==> src/rtl/alu_op_sequencer.sv <==
// Multi-cycle ALU initiator: gathers operands from the bus, lets the combinational ALU settle,
// captures the 64-bit result and returns it as one or two valid/ready beats.
module alu_op_sequencer #(
  parameter int unsigned SETTLE_CYCLES = 1,
  parameter int unsigned MULDIV_CYCLES = 4
) (
  input  logic        clock_i,
  input  logic        clear_ni,
  input  logic        start_i,
  input  logic [4:0]  opcode_in_i,
  input  logic [31:0] bus_in_i,
  input  logic        bus_valid_i,
  output logic [31:0] alu_a_o,
  output logic [31:0] alu_b_o,
  output logic [4:0]  alu_opcode_o,
  input  logic [63:0] alu_result_i,
  output logic [31:0] out_data_o,
  output logic        out_hi_o,
  output logic        out_valid_o,
  input  logic        out_ready_i,
  output logic        busy_o,
  output logic        done_o,
  output logic        err_o
);

  typedef enum logic [2:0] {
    StIdle, StGetA, StGetB, StExec, StCapture, StSendLo, StSendHi, StDone
  } state_e;

  localparam logic [4:0] OpNot = 5'd2;
  localparam logic [4:0] OpNeg = 5'd3;
  localparam logic [4:0] OpMul = 5'd6;
  localparam logic [4:0] OpDiv = 5'd7;
  localparam logic [4:0] OpMax = 5'd12;

  // Counter runs N-1 down to 0 so EXEC lasts exactly N cycles.
  localparam logic [3:0] SettleLoad = 4'(SETTLE_CYCLES - 1);
  localparam logic [3:0] MuldivLoad = 4'(MULDIV_CYCLES - 1);

  state_e      state_q, state_d;
  logic [31:0] a_q, a_d;
  logic [31:0] b_q, b_d;
  logic [4:0]  op_q, op_d;
  logic [31:0] z_lo_q, z_lo_d;
  logic [31:0] z_hi_q, z_hi_d;
  logic [3:0]  cnt_q, cnt_d;
  logic        err_q, err_d;

  logic       is_muldiv;
  logic       is_unary;
  logic [3:0] exec_load;

  assign is_muldiv = (op_q == OpMul) || (op_q == OpDiv);
  assign is_unary  = (op_q == OpNot) || (op_q == OpNeg);
  assign exec_load = is_muldiv ? MuldivLoad : SettleLoad;

  assign alu_a_o      = a_q;
  assign alu_b_o      = b_q;
  assign alu_opcode_o = op_q;

  always_ff @(posedge clock_i or negedge clear_ni) begin
    if (!clear_ni) begin
      state_q <= StIdle;
      a_q     <= '0;
      b_q     <= '0;
      op_q    <= '0;
      z_lo_q  <= '0;
      z_hi_q  <= '0;
      cnt_q   <= '0;
      err_q   <= 1'b0;
    end else begin
      state_q <= state_d;
      a_q     <= a_d;
      b_q     <= b_d;
      op_q    <= op_d;
      z_lo_q  <= z_lo_d;
      z_hi_q  <= z_hi_d;
      cnt_q   <= cnt_d;
      err_q   <= err_d;
    end
  end

  always_comb begin
    state_d     = state_q;
    a_d         = a_q;
    b_d         = b_q;
    op_d        = op_q;
    z_lo_d      = z_lo_q;
    z_hi_d      = z_hi_q;
    cnt_d       = cnt_q;
    err_d       = err_q;
    out_data_o  = '0;
    out_hi_o    = 1'b0;
    out_valid_o = 1'b0;
    done_o      = 1'b0;
    err_o       = 1'b0;
    busy_o      = (state_q != StIdle);

    unique case (state_q)
      StIdle: begin
        if (start_i && (opcode_in_i <= OpMax)) begin
          op_d    = opcode_in_i;
          state_d = StGetA;
        end
      end
      StGetA: begin
        if (bus_valid_i) begin
          a_d = bus_in_i;
          if (is_unary) begin
            b_d     = '0;
            cnt_d   = exec_load;
            state_d = StExec;
          end else begin
            state_d = StGetB;
          end
        end
      end
      StGetB: begin
        if (bus_valid_i) begin
          b_d     = bus_in_i;
          cnt_d   = exec_load;
          state_d = StExec;
        end
      end
      StExec: begin
        if (cnt_q == 4'd0) begin
          state_d = StCapture;
        end else begin
          cnt_d = cnt_q - 4'd1;
        end
      end
      StCapture: begin
        // Divide by zero produces no beats; the flag is reported with done.
        if ((op_q == OpDiv) && (b_q == '0)) begin
          z_lo_d  = '0;
          z_hi_d  = '0;
          err_d   = 1'b1;
          state_d = StDone;
        end else begin
          z_lo_d  = alu_result_i[31:0];
          z_hi_d  = is_muldiv ? alu_result_i[63:32] : '0;
          state_d = StSendLo;
        end
      end
      StSendLo: begin
        out_valid_o = 1'b1;
        out_data_o  = z_lo_q;
        if (out_ready_i) begin
          state_d = is_muldiv ? StSendHi : StDone;
        end
      end
      StSendHi: begin
        out_valid_o = 1'b1;
        out_data_o  = z_hi_q;
        out_hi_o    = 1'b1;
        if (out_ready_i) begin
          state_d = StDone;
        end
      end
      StDone: begin
        done_o  = 1'b1;
        err_o   = err_q;
        err_d   = 1'b0;
        state_d = StIdle;
      end
      default: state_d = StIdle;
    endcase
  end

endmodule

==> config.mk <==
export PLATFORM = sky130hd
export DESIGN_NAME = alu_op_sequencer
export DESIGN_NICKNAME = d
export VERILOG_FILES = /design/src/rtl/alu_op_sequencer.sv
export SDC_FILE = /design/constraint.sdc
export NUM_CORES = 1
export LEC_CHECK = 0
export BUFFER_PORTS_ARGS = -buffer_cell sky130_fd_sc_hd__buf_4
export CORE_ASPECT_RATIO = 1.4
export CORE_MARGIN = 4
export CORE_UTILIZATION = 50
export CTS_BUF_LIST = sky130_fd_sc_hd__clkbuf_16
export DETAILED_ROUTE_END_ITERATION = 10
export MAX_ROUTING_LAYER = met4
export PLACE_DENSITY = 0.91
export SETUP_SLACK_MARGIN = 0.5
export SLEW_MARGIN = 5
export SYNTH_ARGS = -nofsm -noshare
export SYNTH_HDL_FRONTEND = slang
export SYNTH_SLANG_ARGS = --single-unit
==> constraint.sdc <==
create_clock -name clock_i -period 2.15 [get_ports clock_i]
set_input_delay 0.3225 -clock clock_i [delete_from_list [all_inputs] [get_ports clock_i]]
set_output_delay 0.3225 -clock clock_i [all_outputs]
set_load 0.005 [all_outputs]
[Word level (Yosys, flattened, before mapping)]
Index checks and enable logic that the tools add are counted.
Storage, ports and cells
  bits in registers: 141
  latch bits: 0
  memory bits (writable): 0
  bits in read-only memories: 0
  output and inout port bits: 106
  logic and storage cells: 78
  memories kept: 0
Operators by class
  $add $sub $neg: 1
  multipliers: 0
  div/mod/pow operators: 0
  order comparisons: 1
  equality and inequality tests: 20
  shift operators: 0
  mux-type cells: 30
  bitwise gates (word level): 0
  reduce and logical (&&, ||, !) cells: 18
Operator list (number)
  32-bit 2-to-1 mux: 6
  32-bit case mux with 2 select lines: 2
  32-bit logical NOT: 1
  3-bit case mux with 8 select lines: 1
  3-bit 2-to-1 mux: 6
  2-bit inequality test (second input constant): 9
  4-bit 2-to-1 mux: 4
  3-bit == test (second input constant): 4
  4-bit case mux with 3 select lines: 1
  5-bit by 2-bit == test with 1-bit output (second input constant): 2
  5-bit by 3-bit == test with 1-bit output (second input constant): 2
  1-bit 2-to-1 mux: 7
  3-bit by 2-bit == test with 1-bit output (second input constant): 2
  2-bit AND reduction: 3
  6-bit AND reduction: 1
  3-bit nonzero test: 2
  5-bit by 4-bit <= comparator with 1-bit output (second input constant): 1
  5-bit AND reduction: 1
  4-bit logical NOT: 1
  2-bit 2-to-1 mux: 2
  4-bit AND reduction: 1
  2-bit nonzero test: 2
  4-bit by 1-bit subtractor with 4-bit output (second input constant): 1
  3-bit by 1-bit == test with 1-bit output (second input constant): 1
  5 further kinds: 7

[Depth between registers and ports, before layout]
Gate-level depths: netlist of run 1.
  depth in word-level cells: 6
  gate-level depth with buffers: 7
  mapped depth without buffers: 6

[Least setup slack after synthesis of run 1]
OpenSTA, ideal clock, no wires.
  kind: flip-flop to output port
  start: register state_q[0]
  end: output out_data_o[10]
  arrival: 1.432 ns
  required time: 1.827 ns
  setup slack: 0.396 ns
  cell stages (with the launch flop): 6
  buffers on the path: 2
  cell sequence: dfrtp_1 and2b_1 and2_1 clkbuf_1 clkbuf_1 a22o_1
Between the ends
  longest elaborated chain between the ends: 2
Ends and longest elaborated chain
  start: declaration: RTL line 40  | state_e state_q, state_d;
  start signal: assignment: RTL line 63  | state_q <= StIdle;
  start signal: assignment: RTL line 72  | state_q <= state_d;
  3-bit == test: RTL line 99  | unique case (state_q)
  32-bit case mux with 2 select lines (*): RTL line 99
  end: declaration: RTL line 17  | output logic [31:0] out_data_o,
Every way passes the cells marked *; elsewhere a longest branch is shown, timed or not.

[Worst setup path in the final report of run 1]
  start: register state_q[0]
  end: output out_data_o[29]
The elaborated chain is that of the path after synthesis.

==> results of run 1 <==
path summary, 6_finish.rpt:
kind / startpoint / endpoint / slack (ps) / depth (start not counted)
min: bus_in_i[8] / alu_a_o[8] / 140 / 2
min reg2reg: z_lo_q[29] / z_lo_q[29] / 490 / 2
max: state_q[0] / out_data_o[29] / -20 / 5
min in group asynchronous: clear_ni / alu_a_o[1] / 480 / 2
max in group asynchronous: clear_ni / alu_b_o[3] / 970 / 3
max reg2reg: alu_opcode_o[2] / alu_b_o[28] / 170 / 6
logic make-up after synthesis:
logic type                 Yosys count
buffers and inverters               49
DFF                                141
adders and majority gates            2
muxes                               38
and+or+nand+nor                    176
AOI/OAI and AO/OA                  152
layout make-up:
cell class	count	area, um2	share of cell area
sequential	141	3530	0.345
timing repair buffer	299	2960	0.288
clock inverter	14	158	0.0154
multi-input combinational	368	2980	0.291
tap	147	184	0.0179
clock buffer	17	425	0.0415
inverter	3	11.3	0.00110
what timing repair did:
action,4_1_cts,5_1_grt
endpoints found under the hold margin,60,0
cloned,17,3
gates resized for setup,165,84
buffers inserted,32,16
pin swaps,64,64
hold buffers,1,0
setup endpoints to repair,174,176
sequential cells by signal (all words and copies together) (netlist names):
register      cells
state_q           3
alu_opcode_o      5
err_q             1
z_hi_q           32
z_lo_q           32
alu_b_o          32
alu_a_o          32
cnt_q             4
power by group through the flow:
stage | sequential [W] | combinational (W) | clock [W]
finish | 0.00508 | 0.00644 | 0.00297
global route | 0.00515 | 0.00676 | 0.00312
CTS | 0.00484 | 0.00546 | 0.00294
detailed placement | 0.00484 | 0.00414 | 0
global placement | 0.00474 | 0.00391 | 0
floorplan | 0.00468 | 0.00221 | 0
layout by cell type (no fill, tap or decap), types with 2 or more instances in the layout:
cell,instances
nor3b_4,2
o21ai_0,4
buf_8,2
and2_4,3
inv_1,3
a21oi_2,2
nand2_1,112
clkbuf_16,20
a22o_1,61
nor3_4,2
ha_1,2
nor2_1,3
nor3b_2,2
nand3_1,21
a22o_4,3
nand2b_1,2
inv_6,6
dfrtp_2,2
nand3b_1,2
o22a_1,2
nor4_2,5
clkinv_4,2
a21oi_1,5
o21ai_4,8
buf_16,17
mux2_4,37
bufinv_16,2
or2_4,2
nor3_1,2
o21ai_2,56
dfrtp_1,139
clkinvlp_4,3
buf_12,16
buf_6,27
o21a_1,2
buf_4,233
synth_stat cells, drive strengths merged:
master / instances
dfrtp: 141
nand2: 114
o21ai: 68
a22o: 64
mux2: 38
buf: 28
nand3: 23
clkbuf: 18
a21oi: 7
nor4: 6
nor3: 5
and2: 4
nor2: 4
nor3b: 4
inv: 3
ha: 2
nand2b: 2
nand3b: 2
o21a: 2
o22a: 2
or2: 2
a21o: 1
a311oi: 1
a31oi: 1
and2b: 1
and3: 1
and3b: 1
and4bb: 1
nand4: 1
nor2b: 1
nor4b: 1
nor4bb: 1
o211ai: 1
o21bai: 1
o22ai: 1
o2bb2ai: 1
o31a: 1
o31ai: 1
or3: 1
or4b: 1
per-layer routing:
metal	wire (um)	vias up	GRT usage
li1	-	2535	-
met1	8350	3005	0.364
met2	13900	460	0.606
met3	2160	151	0.0765
met4	1890	0	0.200
met5	0	-	-
through the flow:
stage,util,cells,cell area [um2]
after detailed placement,0.661,889,7860
after global routing,0.863,989,10200
final,0.863,989,10200
after floorplan,-,558,6160
after CTS,0.819,970,9730
after global placement,0.661,889,7860
==> out/metrics.json, run 1 <==
{
  "yosysSeqAreaShare": {"value": 0.577},
  "critPathArrivalTime": {"value": 1850, "unit": "ps"},
  "power_frac_comb": {"value": 0.444},
  "switchingPower": {"value": 0.00522, "unit": "W"},
  "gp_congestion": {"value": 0.822},
  "ratio_of_cells_with_drive_above_1_in_the_final_layout": {"value": 0.562},
  "critical_path.top_delay_family": {"value": "simple AND/OR/NAND/NOR gates"},
  "pwr-share-clk": {"value": 0.205},
  "vias_in_the_first_global_route": {"value": 6600},
  "critPathCaptureType": {"value": "output port"},
  "cp_max_fo": {"value": 8},
  "clock_tree_skew_after_final_layout": {"value": 12.6, "unit": "ps"},
  "slew_headroom": {"value": 0.574},
  "violated_checks": {"value": "setup timing"},
  "grt_antenna_before_repair": {"value": 0},
  "ys_ff_latch": {"value": 141},
  "timing.final.crit_period": {"value": 2170, "unit": "ps"},
  "cts_inserted_buffers": {"value": 17},
  "die_width": {"value": 101, "unit": "um"},
  "detailroute.via_count": {"value": 6151},
  "timing_max_transition_violations_final": {"value": 0},
  "drtAntennaViolNets": {"value": 0},
  "synth.mux.area_fraction": {"value": 0.0724},
  "synthCells": {"value": 558},
  "worst_hold_path_type": {"value": "in -> reg"},
  "clock_insertion_delay_worst_skew": {"value": 430, "unit": "ps"},
  "finalSetupTns": {"value": -56.0, "unit": "ps"},
  "power_density": {"value": 1410, "unit": "nW/um2"},
  "core.rowCount": {"value": 47},
  "fin_worst_hold_slack": {"value": 142, "unit": "ps"},
  "startpoint_type": {"value": "flop"},
  "post-route-worst-setup-slack": {"value": -20.4, "unit": "ps"},
  "drcViolationCount": {"value": 0},
  "coreArea": {"value": 11900, "unit": "um2"},
  "ctsHtreeMaxLevel": {"value": 4},
  "worst_slew_pin_slew": {"value": 639, "unit": "ps"},
  "drt_pass1_iterations": {"value": 5},
  "syn_area": {"value": 6110, "unit": "um2"},
  "synth_xor_area_frac": {"value": 0},
  "grt_setup_unrepaired": {"value": "true"},
  "route.detailed.vias_per_inst": {"value": 6.22},
  "floorplan.initialDensity": {"value": 0.515},
  "cts_root_buf": {"value": "clkbuf_16"},
  "totalPowerFinal": {"value": 0.0145, "unit": "W"},
  "cp_num_buf_inv": {"value": 2},
  "netSwitchingFraction": {"value": 0.360},
  "grt.overflow.total": {"value": 0},
  "max_clock_freq": {"value": 0.461, "unit": "GHz"},
  "num_io_pins": {"value": 212},
  "vertical_die_dimension": {"value": 139, "unit": "um"},
  "globalRouteTotalUtil": {"value": 0.353},
  "synth_compound_gate_area_share": {"value": 0.171},
  "dominant_combinational_cell_family_by_area_after_synthesis": {"value": "compound AO/OA/AOI/OAI gates"},
  "detailedPlace.worstSlack": {"value": 256, "unit": "ps"},
  "clkSinkCount": {"value": 141},
  "fillCellCount": {"value": 531},
  "maxCapViolCount": {"value": 0},
  "wl_per_cell": {"value": 26.6, "unit": "um"},
  "io_buffer_count": {"value": 211},
  "static-leakage-power": {"value": 4.90, "unit": "nW"},
  "post_synth.cell_area_avg": {"value": 11.0, "unit": "um2"},
  "synth.top_cells.by_area": {"value": "dfrtp_1 (58%), a22o_1 (8.9%), nand2_1 (7.0%)"},
  "crit_chain": {"value": "and2b_2 > and2_4 > clkbuf_16 > a22o_1 > buf_4"},
  "cp_max_stage_cell": {"value": "dfrtp_1"},
  "timing.critical_path.required": {"value": 1830, "unit": "ps"},
  "finalSetupViolations": {"value": 6},
  "power_report.internal_total": {"value": 0.00928, "unit": "W"},
  "vdd.ir_drop.worst": {"value": 0.990, "unit": "mV"},
  "status": {"value": "finished, violations left"},
  "synth-adder-area-share": {"value": 0.00409},
  "ys_warn_count": {"value": 0},
  "cts_buffer_depth": {"value": 2},
  "category_of_the_critical_setup_timing_path": {"value": "reg -> out"},
  "detail_route.iter0.violations": {"value": 412},
  "cell_taking_the_most_area_after_synthesis": {"value": "dfrtp_1"},
  "grt_max_degree": {"value": 65},
  "cts.clk_slew.worst_paths": {"value": 60, "unit": "ps"},
  "grt_first_pass_wirelength": {"value": 36.4, "unit": "mm"},
  "synth.net_count": {"value": 666},
  "netlist-cell-type-count": {"value": 52},
  "area.growth.synth_to_final": {"value": 67.6, "unit": "%"},
  "final_cycle_utilization_of_the_critical_path": {"value": 1.01},
  "yosysTopAreaCellShare": {"value": 0.577},
  "die_area": {"value": 14100, "unit": "um2"},
  "routed_wirelength": {"value": 26.3, "unit": "mm"},
  "synth_simple_gate_area_share": {"value": 0.135},
  "critPathMaxStageDelay": {"value": 400, "unit": "ps"},
  "hold_viol": {"value": 0},
  "power.share.sequential": {"value": 0.350},
  "dp_hpwl": {"value": 12.1, "unit": "mm"},
  "antenna-diode-count": {"value": 0},
  "cts_tree": {"value": "built"},
  "final_net_count": {"value": 938}
}
No activity file was read; power rests on OpenSTA's default activity.
==> run 2: changes to the inputs <==
--- a/config.mk
+++ b/config.mk
@@ -11,4 +11,5 @@
 export CORE_UTILIZATION = 50
 export CTS_BUF_LIST = sky130_fd_sc_hd__clkbuf_16
+export CTS_CLUSTER_DIAMETER = 200
 export DETAILED_ROUTE_END_ITERATION = 10
 export MAX_ROUTING_LAYER = met4
==> constraint.sdc (replaced) <==
create_clock -name clock_i -period 2.15 [get_ports clock_i]
set_input_delay 0.215 -clock clock_i [delete_from_list [all_inputs] [get_ports clock_i]]
set_output_delay 0.215 -clock clock_i [all_outputs]
set_load 0.005 [all_outputs]
==> out/metrics.json, run 2 (synthesized netlist as in run 1, its figures left out) <==
{
  "detail_route.iter0.violations": {"value": 402},
  "clkSinkCount": {"value": 141},
  "worst_hold_path_type": {"value": "in -> reg"},
  "cts.clk_slew.worst_paths": {"value": 60, "unit": "ps"},
  "final_net_count": {"value": 915},
  "cts_buffer_depth": {"value": 2},
  "drtAntennaViolNets": {"value": 0},
  "io_buffer_count": {"value": 211},
  "vdd.ir_drop.worst": {"value": 0.974, "unit": "mV"},
  "detailroute.via_count": {"value": 5893},
  "cp_num_buf_inv": {"value": 2},
  "cts_root_buf": {"value": "clkbuf_16"},
  "timing_max_transition_violations_final": {"value": 0},
  "critPathArrivalTime": {"value": 1820, "unit": "ps"},
  "area.growth.synth_to_final": {"value": 55.9, "unit": "%"},
  "floorplan.initialDensity": {"value": 0.515},
  "coreArea": {"value": 11900, "unit": "um2"},
  "finalNonFillerCells": {"value": 967},
  "worst_r2r_endpoint": {"value": "z_lo_q[15]"},
  "layout.cells.most_common": {"value": "buf_4"},
  "grt_antenna_before_repair": {"value": 0},
  "maxCapViolCount": {"value": 0},
  "grt.overflow.total": {"value": 0},
  "final_cycle_utilization_of_the_critical_path": {"value": 0.945},
  "cp_max_fo": {"value": 8},
  "crit_end": {"value": "out_data_o[27]"},
  "critPathCaptureType": {"value": "output port"},
  "category_of_the_critical_setup_timing_path": {"value": "reg -> out"},
  "cts_tree": {"value": "built"},
  "critical_path.top_delay_family": {"value": "simple AND/OR/NAND/NOR gates"},
  "drcViolationCount": {"value": 0},
  "timing.critical_path.required": {"value": 1930, "unit": "ps"},
  "vertical_die_dimension": {"value": 139, "unit": "um"},
  "ctsHtreeMaxLevel": {"value": 4},
  "cts_inserted_buffers": {"value": 17},
  "finalSetupViolations": {"value": 0},
  "die_width": {"value": 101, "unit": "um"},
  "route.detailed.vias_per_inst": {"value": 6.09},
  "ratio_of_cells_with_drive_above_1_in_the_final_layout": {"value": 0.487},
  "static-leakage-power": {"value": 4.61, "unit": "nW"},
  "crit_chain": {"value": "and2b_2 > and2_4 > clkbuf_16 > a22o_1 > buf_4"},
  "hold_viol": {"value": 0},
  "cp_max_stage_cell": {"value": "dfrtp_1"},
  "routed_wirelength": {"value": 23.4, "unit": "mm"},
  "netSwitchingFraction": {"value": 0.347},
  "gp_congestion": {"value": 0.869},
  "wl_per_cell": {"value": 24.2, "unit": "um"},
  "timing.hold.worst_path_depth": {"value": 2},
  "startpoint": {"value": "state_q[1]"},
  "startpoint_type": {"value": "flop"},
  "power_frac_comb": {"value": 0.403},
  "vias_in_the_first_global_route": {"value": 5954},
  "dp_cells": {"value": 891},
  "fin_worst_hold_slack": {"value": 36.4, "unit": "ps"},
  "power_report.internal_total": {"value": 0.00869, "unit": "W"},
  "grt_first_pass_wirelength": {"value": 30.0, "unit": "mm"},
  "worstSetupPathDepth": {"value": 5},
  "status": {"value": "complete, no violations"},
  "timing.final.crit_period": {"value": 2030, "unit": "ps"},
  "clock_tree_skew_after_final_layout": {"value": 12.6, "unit": "ps"},
  "globalRouteTotalUtil": {"value": 0.283},
  "finalSetupTns": {"value": 0, "unit": "ps"},
  "drt_pass1_iterations": {"value": 5},
  "final_cell_mix": {"value": "buf_4 (233), dfrtp_1 (139), nand2_1 (113)"},
  "pwr-share-clk": {"value": 0.223},
  "max_clock_freq": {"value": 0.492, "unit": "GHz"},
  "clock_insertion_delay_worst_skew": {"value": 420, "unit": "ps"},
  "worstReg2RegStart": {"value": "alu_b_o[12]"},
  "grt_max_degree": {"value": 65},
  "worst_slew_pin_slew": {"value": 788, "unit": "ps"},
  "core.rowCount": {"value": 47},
  "die_area": {"value": 14100, "unit": "um2"},
  "antenna-diode-count": {"value": 0},
  "slew_headroom": {"value": 0.473},
  "critPathMaxStageDelay": {"value": 400, "unit": "ps"},
  "power.share.sequential": {"value": 0.375},
  "power_density": {"value": 1400, "unit": "nW/um2"},
  "totalPowerFinal": {"value": 0.0133, "unit": "W"},
  "final_util": {"value": 0.802},
  "num_io_pins": {"value": 212},
  "grt_setup_unrepaired": {"value": "true"},
  "dp_hpwl": {"value": 12.6, "unit": "mm"},
  "switchingPower": {"value": 0.00461, "unit": "W"},
  "reg_to_reg_setup_timing_slack": {"value": 210, "unit": "ps"},
  "worstRegToRegCells": {"value": 8}
}
## run 2: timing repair
item                                   CTS  global route
setup endpoints to repair              175           176
pin swaps                                2            38
resized for setup                       38           104
cloned                                   7             9
hold buffers                             1             0
endpoints found under the hold margin   37             0
buffers inserted                        14            13
## run 2: layout make-up
cell class / count / area, um2
Clock buffer: 17 / 425
Clock inverter: 15 / 161
Fill cell: 644 / 2350
Inverter: 3 / 11.3
Multi-Input combinational cell: 368 / 2690
Sequential cell: 141 / 3530
Tap cell: 147 / 184
Timing Repair Buffer: 276 / 2530
## run 2: metal layers
metal / wire, um / up-vias / global-route usage
met5: 0 / - / -
met4: 1080 / 0 / 0.120
met3: 1880 / 91 / 0.0639
met2: 12200 / 389 / 0.479
met1: 8220 / 2926 / 0.316
li1: - / 2487 / -
## run 2: per-stage QoR
stage / instance area, um2 / setup slack (ps)
after floorplan: 6120 / 423
after global placement: 7870 / 196
after detailed placement: 7870 / 92.1
after CTS: 8880 / 118
after global routing: 9530 / 67.5
final: 9530 / 118
## run 2: worst min path at each step
stage	startpoint	endpoint	slack [ps]
after floorplan	clear_ni	alu_a_o[0]	-80
after global placement	clear_ni	alu_a_o[10]	140
after detailed placement	clear_ni	alu_a_o[11]	140
after CTS	bus_in_i[6]	alu_a_o[6]	20
after global routing	bus_in_i[5]	alu_b_o[5]	30
final	bus_in_i[5]	alu_b_o[5]	40
## run 2: power groups by stage
| stage | sequential, W | clock, W | combinational [W] |
|---|---|---|---|
| floorplan | 0.00468 | 0 | 0.00218 |
| CTS | 0.00484 | 0.00294 | 0.00444 |
| global placement | 0.00474 | 0 | 0.00393 |
| global route | 0.00508 | 0.00309 | 0.00574 |
| detailed placement | 0.00485 | 0 | 0.00418 |
| finish | 0.00498 | 0.00296 | 0.00536 |
==> run 3: changes to the inputs <==
- CORE_UTILIZATION: 50 -> 54
- CTS_CLUSTER_DIAMETER: 200 -> unset
- PLACE_DENSITY: 0.91 -> 0.95
- SETUP_SLACK_MARGIN: 0.5 -> unset
- clock period: 2.15 -> 2.5 ns (I/O delays scaled with it)
==> out/metrics.json, run 3 (synthesized netlist as in run 1, its figures left out) <==
{
  "drcViolationCount": {"value": 0},
  "detail_route.iter0.violations": {"value": 330},
  "grt_first_pass_wirelength": {"value": 28.4, "unit": "mm"},
  "num_io_pins": {"value": 212},
  "sequential_area": {"value": 3530, "unit": "um2"},
  "final_cycle_utilization_of_the_critical_path": {"value": 0.960},
  "static-leakage-power": {"value": 4.08, "unit": "nW"},
  "vdd.ir_drop.worst": {"value": 0.781, "unit": "mV"},
  "final_cell_mix": {"value": "buf_4 (223), dfrtp_1 (140), nand2_1 (113)"},
  "critPathArrivalTime": {"value": 2150, "unit": "ps"},
  "grt.overflow.total": {"value": 0},
  "floorplan.initialDensity": {"value": 0.557},
  "finalSetupViolations": {"value": 0},
  "core.rowCount": {"value": 45},
  "cp_max_fo": {"value": 27},
  "ratio_of_cells_with_drive_above_1_in_the_final_layout": {"value": 0.397},
  "grt_antenna_before_repair": {"value": 0},
  "startpoint_type": {"value": "flop"},
  "power_density": {"value": 1220, "unit": "nW/um2"},
  "cts_tree": {"value": "built"},
  "category_of_the_critical_setup_timing_path": {"value": "reg -> out"},
  "route.detailed.vias_per_inst": {"value": 5.81},
  "timing_max_transition_violations_final": {"value": 0},
  "global_route.usage.met2": {"value": 0.479},
  "routed_wirelength": {"value": 17.6, "unit": "mm"},
  "cts.clk_slew.worst_paths": {"value": 60, "unit": "ps"},
  "fin_worst_hold_slack": {"value": 70.2, "unit": "ps"},
  "use_met3": {"value": 0.0687},
  "status": {"value": "complete, no violations"},
  "wl_per_cell": {"value": 19.3, "unit": "um"},
  "fillCellCount": {"value": 704},
  "maxCapViolCount": {"value": 0},
  "detailroute.via_count": {"value": 5300},
  "coreArea": {"value": 11000, "unit": "um2"},
  "vias_in_the_first_global_route": {"value": 5570},
  "max_clock_freq": {"value": 0.417, "unit": "GHz"},
  "grt_max_degree": {"value": 72},
  "multiInputGateArea": {"value": 2370, "unit": "um2"},
  "antenna-diode-count": {"value": 0},
  "crit_chain": {"value": "and3b_1 > buf_12 > a22o_1 > buf_4"},
  "cp_num_buf_inv": {"value": 2},
  "clock_insertion_delay_worst_skew": {"value": 410, "unit": "ps"},
  "timing.final.crit_period": {"value": 2400, "unit": "ps"},
  "finalSetupTns": {"value": 0, "unit": "ps"},
  "clkSinkCount": {"value": 141},
  "critPathCaptureType": {"value": "output port"},
  "die_area": {"value": 13100, "unit": "um2"},
  "worst_hold_path_type": {"value": "in -> reg"},
  "cts_root_buf": {"value": "clkbuf_16"},
  "io_buffer_count": {"value": 211},
  "die_width": {"value": 97.9, "unit": "um"},
  "final_net_count": {"value": 866},
  "critical_path.top_delay_family": {"value": "flip-flops"},
  "cp_max_stage_cell": {"value": "dfrtp_1"},
  "drtAntennaViolNets": {"value": 0},
  "ctsHtreeMaxLevel": {"value": 4},
  "busiest_layer": {"value": "met2"},
  "gp_congestion": {"value": 0.850},
  "clock_tree_skew_after_final_layout": {"value": 9.55, "unit": "ps"},
  "timing.critical_path.required": {"value": 2250, "unit": "ps"},
  "critPathMaxStageDelay": {"value": 710, "unit": "ps"},
  "grt_setup_unrepaired": {"value": "false"},
  "slew_headroom": {"value": 0.473},
  "area.growth.synth_to_final": {"value": 37.7, "unit": "%"},
  "cts_inserted_buffers": {"value": 17},
  "drt_pass1_iterations": {"value": 5},
  "worst_slew_pin_slew": {"value": 788, "unit": "ps"},
  "grt_util_met1": {"value": 0.314},
  "globalRouteTotalUtil": {"value": 0.281},
  "layout.cells.most_common": {"value": "buf_4"},
  "cts_buffer_depth": {"value": 2},
  "hold_viol": {"value": 0},
  "dp_hpwl": {"value": 12.5, "unit": "mm"},
  "vertical_die_dimension": {"value": 134, "unit": "um"}
}
[run 3: area by class of cell]
cell class              instances  share of cell area
flip-flops and latches        141               0.419
multi-input cells             368               0.281
repair buffers                227               0.206
clock buffers                  17              0.0505
well taps                     141              0.0210
clock inverters                15              0.0204
inverters                       3             0.00134
[run 3: what timing repair did]
item	4_1_cts	5_1_grt
hold buffers	1	0
buffers inserted	0	0
setup endpoints to repair	0	2
endpoints found under the hold margin	67	0
gates resized for setup	0	1
[run 3: worst paths after layout]
| check | cells after the start | startpoint | endpoint | slack [ps] |
|---|---|---|---|---|
| worst min register to register | 2 | z_lo_q[31] | z_lo_q[31] | 480 |
| max in group asynchronous | 3 | clear_ni | alu_b_o[28] | 1340 |
| worst max-delay path | 4 | state_q[2] | out_data_o[31] | 100 |
| min in group asynchronous | 2 | clear_ni | alu_a_o[10] | 410 |
| worst max register to register | 5 | alu_opcode_o[3] | z_hi_q[2] | 310 |
| worst min-delay path | 2 | bus_in_i[23] | alu_b_o[23] | 70 |
[run 3: per-layer routing]
| metal | vias up | wire (um) |
|---|---|---|
| met1 | 2608 | 6310 |
| met4 | 0 | 627 |
| li1 | 2380 | - |
| met2 | 262 | 9450 |
| met5 | - | 0 |
| met3 | 50 | 1260 |
[run 3: power by group]
group / switching (W) / internal, W / leakage, nW
Combinational: 0.00155 / 0.00196 / 2.15
Clock: 0.000940 / 0.00156 / 0.276
Sequential: 0.000831 / 0.00340 / 1.65
[run 3: stage by stage]
| step | total power, W | util | instance area [um2] | setup slack (ps) | instances |
|---|---|---|---|---|---|
| 3_3_place_gp | 0.00739 | 0.711 | 7800 | 532 | 879 |
| 5_1_grt | 0.0108 | 0.767 | 8420 | 9.54 | 912 |
| 6_report | 0.0102 | 0.767 | 8420 | 100 | 912 |
| 3_5_place_dp | 0.00771 | 0.711 | 7800 | 340 | 879 |
| 2_1_floorplan | 0.00589 | - | 6110 | 772 | 558 |
| 4_1_cts | 0.0103 | 0.766 | 8410 | 124 | 912 |
